===== src/rtl/fb_ahb_slave_pkg.sv =====
// Shared frame-buffer geometry, default window placement and the write-queue entry type
// for the GPU pixel-bus frame-buffer responder.
package gpu_fb_pkg;

  localparam int FB_WIDTH     = 320;
  localparam int FB_HEIGHT    = 240;
  localparam int FB_BUFFERS   = 2;
  localparam int FB_WORDS_DEF = FB_WIDTH * FB_HEIGHT * FB_BUFFERS;
  localparam int FB_MEM_AW    = 18;

  localparam logic [31:0] FB_BASE_ADDR = 32'h0000_0000;

  typedef struct packed {
    logic [FB_MEM_AW-1:0] addr;
    logic [31:0]          data;
  } fb_wr_t;

  // Byte address falls inside the word window [base, base + 4*words).
  function automatic logic in_window(input logic [31:0] haddr,
                                     input logic [31:0] base,
                                     input logic [31:0] words);
    return (haddr >= base) && (((haddr - base) >> 2) < words);
  endfunction

endpackage


===== src/rtl/fb_ahb_slave_if.sv =====
// AHB-lite write-only bus between the GPU master and the frame-buffer responder.
interface fb_ahb_slave_if;

  logic [31:0] HADDR;
  logic        HWRITE;
  logic [31:0] HWDATA;
  logic        HREADY;

  modport master (output HADDR, output HWRITE, output HWDATA, input HREADY);
  modport slave  (input HADDR, input HWRITE, input HWDATA, output HREADY);

endinterface


===== src/rtl/fb_ahb_slave_wr_fifo.sv =====
// Write queue between the bus data phase and the frame-buffer memory port; occupancy is
// tracked with read/write pointers carrying one extra wrap bit.
module fb_wr_fifo
  import gpu_fb_pkg::*;
#(
  parameter int DEPTH = 4
) (
  input  logic   clk,
  input  logic   rst,
  input  logic   push,
  input  fb_wr_t din,
  input  logic   pop,
  output fb_wr_t head,
  output logic   full,
  output logic   empty
);

  localparam int AW = $clog2(DEPTH);

  logic [AW:0] wr_ptr_q, wr_ptr_d;
  logic [AW:0] rd_ptr_q, rd_ptr_d;
  logic        do_push, do_pop;
  fb_wr_t      mem_q [DEPTH];

  assign empty   = (wr_ptr_q == rd_ptr_q);
  assign full    = (wr_ptr_q[AW] != rd_ptr_q[AW]) && (wr_ptr_q[AW-1:0] == rd_ptr_q[AW-1:0]);
  assign do_push = push & ~full;
  assign do_pop  = pop & ~empty;

  // Empty queue presents zeros so the memory port never shows stale or unwritten storage.
  assign head = empty ? '0 : mem_q[rd_ptr_q[AW-1:0]];

  always_comb begin
    // NOTE: every always_comb output gets a default first so no path can infer a latch.
    wr_ptr_d = wr_ptr_q;
    rd_ptr_d = rd_ptr_q;
    if (do_push) wr_ptr_d = wr_ptr_q + {{AW{1'b0}}, 1'b1};
    if (do_pop)  rd_ptr_d = rd_ptr_q + {{AW{1'b0}}, 1'b1};
  end

  always_ff @(posedge clk or posedge rst) begin
    // NOTE: sequential state uses non-blocking assignments so every flop samples pre-edge values.
    if (rst) begin
      wr_ptr_q <= '0;
      rd_ptr_q <= '0;
    end else begin
      wr_ptr_q <= wr_ptr_d;
      rd_ptr_q <= rd_ptr_d;
    end
  end

  // NOTE: storage has no reset; the pointers alone decide which entries are valid.
  always_ff @(posedge clk) begin
    if (do_push) mem_q[wr_ptr_q[AW-1:0]] <= din;
  end

endmodule


===== src/rtl/fb_ahb_slave.sv =====
// AHB-lite single-beat pixel write responder: range-checks addresses, queues in-range
// writes, drains them to the frame-buffer memory port and reports idle/error status.
module fb_ahb_slave
  import gpu_fb_pkg::*;
#(
  parameter int          DEPTH     = 4,
  parameter logic [31:0] BASE_ADDR = FB_BASE_ADDR,
  parameter logic [31:0] FB_WORDS  = 32'(FB_WORDS_DEF),
  parameter int          MEM_AW    = FB_MEM_AW
) (
  input  logic              clk,
  input  logic              rst,
  fb_ahb_slave_if.slave     bus,
  output logic              mem_wr_en,
  output logic [MEM_AW-1:0] mem_addr,
  output logic [31:0]       mem_wdata,
  input  logic              mem_ready,
  output logic              idle,
  output logic [15:0]       wr_count,
  output logic [7:0]        err_count
);

  logic              pend_valid_q, pend_valid_d;
  logic              pend_inrange_q, pend_inrange_d;
  logic [MEM_AW-1:0] pend_off_q, pend_off_d;
  logic [15:0]       wr_count_q, wr_count_d;
  logic [7:0]        err_count_q, err_count_d;

  logic   hready, push, drop, pop;
  logic   fifo_full, fifo_empty;
  fb_wr_t push_entry, head_entry;

  // Only an in-range write facing a full queue can stall; HREADY is purely registered state.
  assign hready = ~(pend_valid_q & pend_inrange_q & fifo_full);
  assign push   = hready & pend_valid_q & pend_inrange_q;
  assign drop   = hready & pend_valid_q & ~pend_inrange_q;
  assign pop    = ~fifo_empty & mem_ready;

  always_comb begin
    pend_valid_d   = pend_valid_q;
    pend_inrange_d = pend_inrange_q;
    pend_off_d     = pend_off_q;
    if (hready) begin
      pend_valid_d = bus.HWRITE;
      if (bus.HWRITE) begin
        pend_inrange_d = in_window(bus.HADDR, BASE_ADDR, FB_WORDS);
        pend_off_d     = MEM_AW'((bus.HADDR - BASE_ADDR) >> 2);
      end
    end
  end

  always_comb begin
    wr_count_d  = wr_count_q + {15'd0, push};
    err_count_d = err_count_q;
    if (drop && (err_count_q != 8'hFF)) err_count_d = err_count_q + 8'd1;
  end

  always_comb begin
    push_entry      = '0;
    push_entry.addr = FB_MEM_AW'(pend_off_q);
    push_entry.data = bus.HWDATA;
  end

  always_ff @(posedge clk or posedge rst) begin
    if (rst) begin
      pend_valid_q   <= 1'b0;
      pend_inrange_q <= 1'b0;
      pend_off_q     <= '0;
      wr_count_q     <= '0;
      err_count_q    <= '0;
    end else begin
      pend_valid_q   <= pend_valid_d;
      pend_inrange_q <= pend_inrange_d;
      pend_off_q     <= pend_off_d;
      wr_count_q     <= wr_count_d;
      err_count_q    <= err_count_d;
    end
  end

  fb_wr_fifo #(
    .DEPTH (DEPTH)
  ) u_fifo (
    .clk   (clk),
    .rst   (rst),
    .push  (push),
    .din   (push_entry),
    .pop   (pop),
    .head  (head_entry),
    .full  (fifo_full),
    .empty (fifo_empty)
  );

  assign bus.HREADY = hready;
  assign mem_wr_en  = ~fifo_empty;
  assign mem_addr   = MEM_AW'(head_entry.addr);
  assign mem_wdata  = head_entry.data;
  assign idle       = fifo_empty & ~pend_valid_q;
  assign wr_count   = wr_count_q;
  assign err_count  = err_count_q;

endmodule


===== src/flat_wrapper.sv =====
// flat-port wrapper written by rule: the top's interface ports become plain ports
module fb_ahb_slave_flat import gpu_fb_pkg::*;
#(
  parameter int          DEPTH     = 4,
  parameter logic [31:0] BASE_ADDR = FB_BASE_ADDR,
  parameter logic [31:0] FB_WORDS  = 32'(FB_WORDS_DEF),
  parameter int          MEM_AW    = FB_MEM_AW
)
  (clk, rst, mem_wr_en, mem_addr, mem_wdata, mem_ready, idle, wr_count, err_count, bus_HADDR, bus_HWRITE, bus_HWDATA, bus_HREADY);
  fb_ahb_slave_if bus_i ();
  input  logic clk;
  input  logic rst;
  output logic mem_wr_en;
  output logic [MEM_AW-1:0] mem_addr;
  output logic [31:0] mem_wdata;
  input  logic mem_ready;
  output logic idle;
  output logic [15:0] wr_count;
  output logic [7:0] err_count;
  input wire logic [$bits(bus_i.HADDR)-1:0] bus_HADDR;
  input wire logic [$bits(bus_i.HWRITE)-1:0] bus_HWRITE;
  input wire logic [$bits(bus_i.HWDATA)-1:0] bus_HWDATA;
  output wire logic [$bits(bus_i.HREADY)-1:0] bus_HREADY;
  assign bus_i.HADDR = bus_HADDR;
  assign bus_i.HWRITE = bus_HWRITE;
  assign bus_i.HWDATA = bus_HWDATA;
  assign bus_HREADY = bus_i.HREADY;
  fb_ahb_slave #(.DEPTH(DEPTH), .BASE_ADDR(BASE_ADDR), .FB_WORDS(FB_WORDS), .MEM_AW(MEM_AW)) u_core (.clk(clk), .rst(rst), .bus(bus_i), .mem_wr_en(mem_wr_en), .mem_addr(mem_addr), .mem_wdata(mem_wdata), .mem_ready(mem_ready), .idle(idle), .wr_count(wr_count), .err_count(err_count));
endmodule

===== config.mk =====
export PLATFORM = sky130hd
export DESIGN_NAME = fb_ahb_slave_flat
export DESIGN_NICKNAME = d
export VERILOG_FILES = /design/src/rtl/fb_ahb_slave_pkg.sv /design/src/rtl/fb_ahb_slave_if.sv /design/src/rtl/fb_ahb_slave_wr_fifo.sv /design/src/rtl/fb_ahb_slave.sv /design/src/flat_wrapper.sv
export SDC_FILE = /design/constraint.sdc
export NUM_CORES = 1
export LEC_CHECK = 0
export CELL_PAD_IN_SITES_DETAIL_PLACEMENT = 1
export CELL_PAD_IN_SITES_GLOBAL_PLACEMENT = 1
export CORE_ASPECT_RATIO = 1.4
export CORE_UTILIZATION = 54
export CTS_CLUSTER_DIAMETER = 40
export DETAILED_ROUTE_END_ITERATION = 10
export DONT_BUFFER_PORTS = 1
export PLACE_DENSITY = 0.79
export SYNTH_ARGS = -nofsm -noshare
export SYNTH_HDL_FRONTEND = slang
export SYNTH_SLANG_ARGS = --single-unit

===== constraint.sdc =====
create_clock -name clk -period 3.4 [get_ports clk]
set_input_delay 0.68 -clock clk [delete_from_list [all_inputs] [get_ports clk]]
set_output_delay 0.68 -clock clk [all_outputs]
set_load 0.1 [all_outputs]

==> key figures <==
Outcome
  – Outcome: complete, no violations

Timing
  – RSZ-0062 raised after global routing: false
  – Setup TNS: 0 ns
  – Worst-margin pin slew: 0.9960 ns
  – Minimum clock period: 3.210 ns
  – Max Clock Skew: 0.02146 ns
  – # setup viols final: 0
  – Slew Viols, Final: 0
  – Fin. Hold Viols: 0
  – Peak Freq: 311.6 MHz
  – Slew HR: 33.60%
  – Final worst-path cycle share: 94.40%

Clock tree
  – CTS sink count: 250
  – Clock Latency Late Sink: 0.54 ns
  – H-tree Lvls: 1
  – Post-CTS setup buffers: 0
  – CTS tree: built
  – Max clock buf depth: 3
  – CTS Hold Bufs: 0
  – TritonCTS Buffers: 28
  – Root Driver: clkbuf_16
  – Clk slew on worst S/H paths: 0.06 ns

Floorplanning
  – FP Rows: 58
  – Initial Util: 55.10%
  – Core area: 0.01792 mm2
  – Die height: 162.0 um
  – IO Pins: 145
  – Die Span X: 116.3 um
  – Die ar.: 0.01884 mm2

Placement
  – Placed Instances: 797
  – PortBufs: 0
  – Placer Congestion: 0.7596
  – Post-DP HPWL: 12.44 mm

Worst setup path
  – Critical path class: flop to output pin
  – Worst Path Buf+Inv: 1
  – CP Max Fanout: 27
  – RR Startpoint: u_core.u_fifo.wr_ptr_q[1]
  – Worst Path Required: 2.72 ns
  – Crit start category: flop
  – Critical Path Max Stage Delay: 0.53 ns
  – Worst reg-to-reg path cell count: 7
  – Critical Path AT: 2.53 ns
  – Crit end category: output pin
  – Worst Setup SP: u_core.u_fifo.wr_ptr_q[1]
  – Cell-by-cell trace of the critical path: xnor2_2 -> nand3b_4 -> nor2_2 -> buf_12
  – Slowest-stage cell, CP: xnor2_2
  – FF-to-FF End: u_core.wr_count[15]
  – Worst reg2reg setup slack: 0.87 ns
  – Largest delay contributor family on the critical path: simple AND/OR/NAND/NOR gates

Logic synthesis
  – Synth Flop Type: edfxtp_1
  – Post-synthesis sequential area ratio: 73.48%
  – Post-Synthesis Net Count: 572
  – Synth warnings: 0
  – Post-synth top area cell: edfxtp_1
  – Post-Syn Instances: 495
  – Commonest cells post-synth: 200 x edfxtp_1, 56 x and2_1, 50 x dfrtp_1, 50 x mux4_2, 18 x mux2_4
  – Largest cells by area after synthesis: edfxtp_1 61%, dfrtp_1 13%, mux4_2 11%
  – Share of the synthesized area in the top cell type: 60.81%
  – Asr flop ratio synth: 20.00%
  – Cell with the most instances after synthesis: edfxtp_1
  – Yosys cell types: 35
  – Syn_area_per_cell: 19.95 um2
  – Mapped Area: 0.009876 mm2
  – Post-synth EDFFs: 200
  – Yosys reg bits: 250

Routing
  – # DRC: 0
  – Via density per instance: 5.734
  – Routed Antenna Nets: 0
  – Via Count: 4874
  – DRT Pass-1 Iters: 4
  – WL final: 20.98 mm
  – Routed length per instance: 24.68 um
  – Initial drt markers: 289

Layout
  – Layout cells sized above 1: 35.25%
  – Finished Layout Cells: 850
  – Finished Core Util: 65.34%
  – Inserted Diodes: 0
  – Total Nets Final: 665
  – Area Growth Syn to Fin: 18.60%

GRT
  – GRT overflow: 0
  – All-Layer GR Usage: 23.01%
  – First-pass GRT wire length: 31.66 mm
  – Initial antenna violation count: 0
  – Largest net degree at the start of global routing: 55
  – Vias in the first global route: 5526

Flow run
  – Max Cap Violations: 0

Min path
  – Hold Path Class: input pin to asynchronous set/reset pin
-- cells in the final DEF, fill, tap and decap left out, types with 5 or more instances in the layout --
cell type	Yosys	layout
mux2_4	18	18
inv_6	0	5
nand2_1	11	11
mux4_2	50	50
and2_1	56	52
buf_4	1	75
dfrtp_1	50	48
nand4_1	6	6
xor2_1	8	8
nor4_1	5	5
clkbuf_16	0	28
buf_12	0	6
nand3_1	13	13
xnor2_1	15	15
edfxtp_1	200	200
ha_1	9	9
-- area by class of cell --
type | count | area (um2)
multi-input combinational | 222 | 2537
fill | 1521 | 6212
inverter | 5 | 18.77
timing repair buffer | 81 | 683.2
tap | 240 | 300.3
clock inverter | 24 | 210.2
sequential | 250 | 7262
clock buffer | 28 | 700.7
-- logic make-up (layout without fill, tap and decap cells) --
logic type,after synthesis,in the layout,share of synthesized area [%]
AO/OA/AOI/OAI,6,6,0.5954
XOR/XNOR,26,26,2.648
adder cells (fa/ha/maj),9,9,1.140
buffers and inverters,24,138,1.191
flip-flops,250,250,73.48
multiplexers,72,72,14.60
AND/OR/NAND/NOR,108,109,6.347
-- routing by layer --
metal / track usage (%) / routed length (um)
met1: 26.77 / 7670
met2: 41.42 / 11560
met3: 5.709 / 1300
met4: 6.876 / 443
met5: 0 / 0
-- how the worst max path moves through the flow --
stage                         to  slack, ns  cells past startpoint
floorplan                   idle       0.09                      5
global placement    mem_addr[12]       0.72                      4
detailed placement  mem_addr[12]       0.64                      4
CTS                         idle       0.02                      4
global route                idle       0.06                      4
finish                      idle       0.19                      4
-- state kept, by name (all words and copies together), names as in the netlist --
name / flops
u_core.pend_inrange_q: 1
u_core.wr_count: 16
u_core.u_fifo.mem_q: 200
u_core.err_count: 8
u_core.u_fifo.rd_ptr_q: 3
u_core.pend_valid_q: 1
u_core.u_fifo.wr_ptr_q: 3
u_core.pend_off_q: 18
-- stage by stage --
step / hold WS, ns / worst slack (ns) / instance area (um2)
3_5_place_dp: 0.5052 / 0.6447 / 10780
2_1_floorplan: 0.4762 / 0.08857 / 9876
6_report: 0.06930 / 0.1904 / 11710
5_1_grt: 0.09264 / 0.05658 / 11710
3_3_place_gp: 0.4879 / 0.7168 / 10780
4_1_cts: 0.07211 / 0.01914 / 11690
-- what timing repair did --
action	CTS	global route
resized for setup	0	1
endpoints found under the setup margin	0	51
endpoints found under the hold margin	0	0
Power is left out: the tool's default activity adds up to more than one toggle a clock period on the data nets, which glitch-free logic cannot reach.
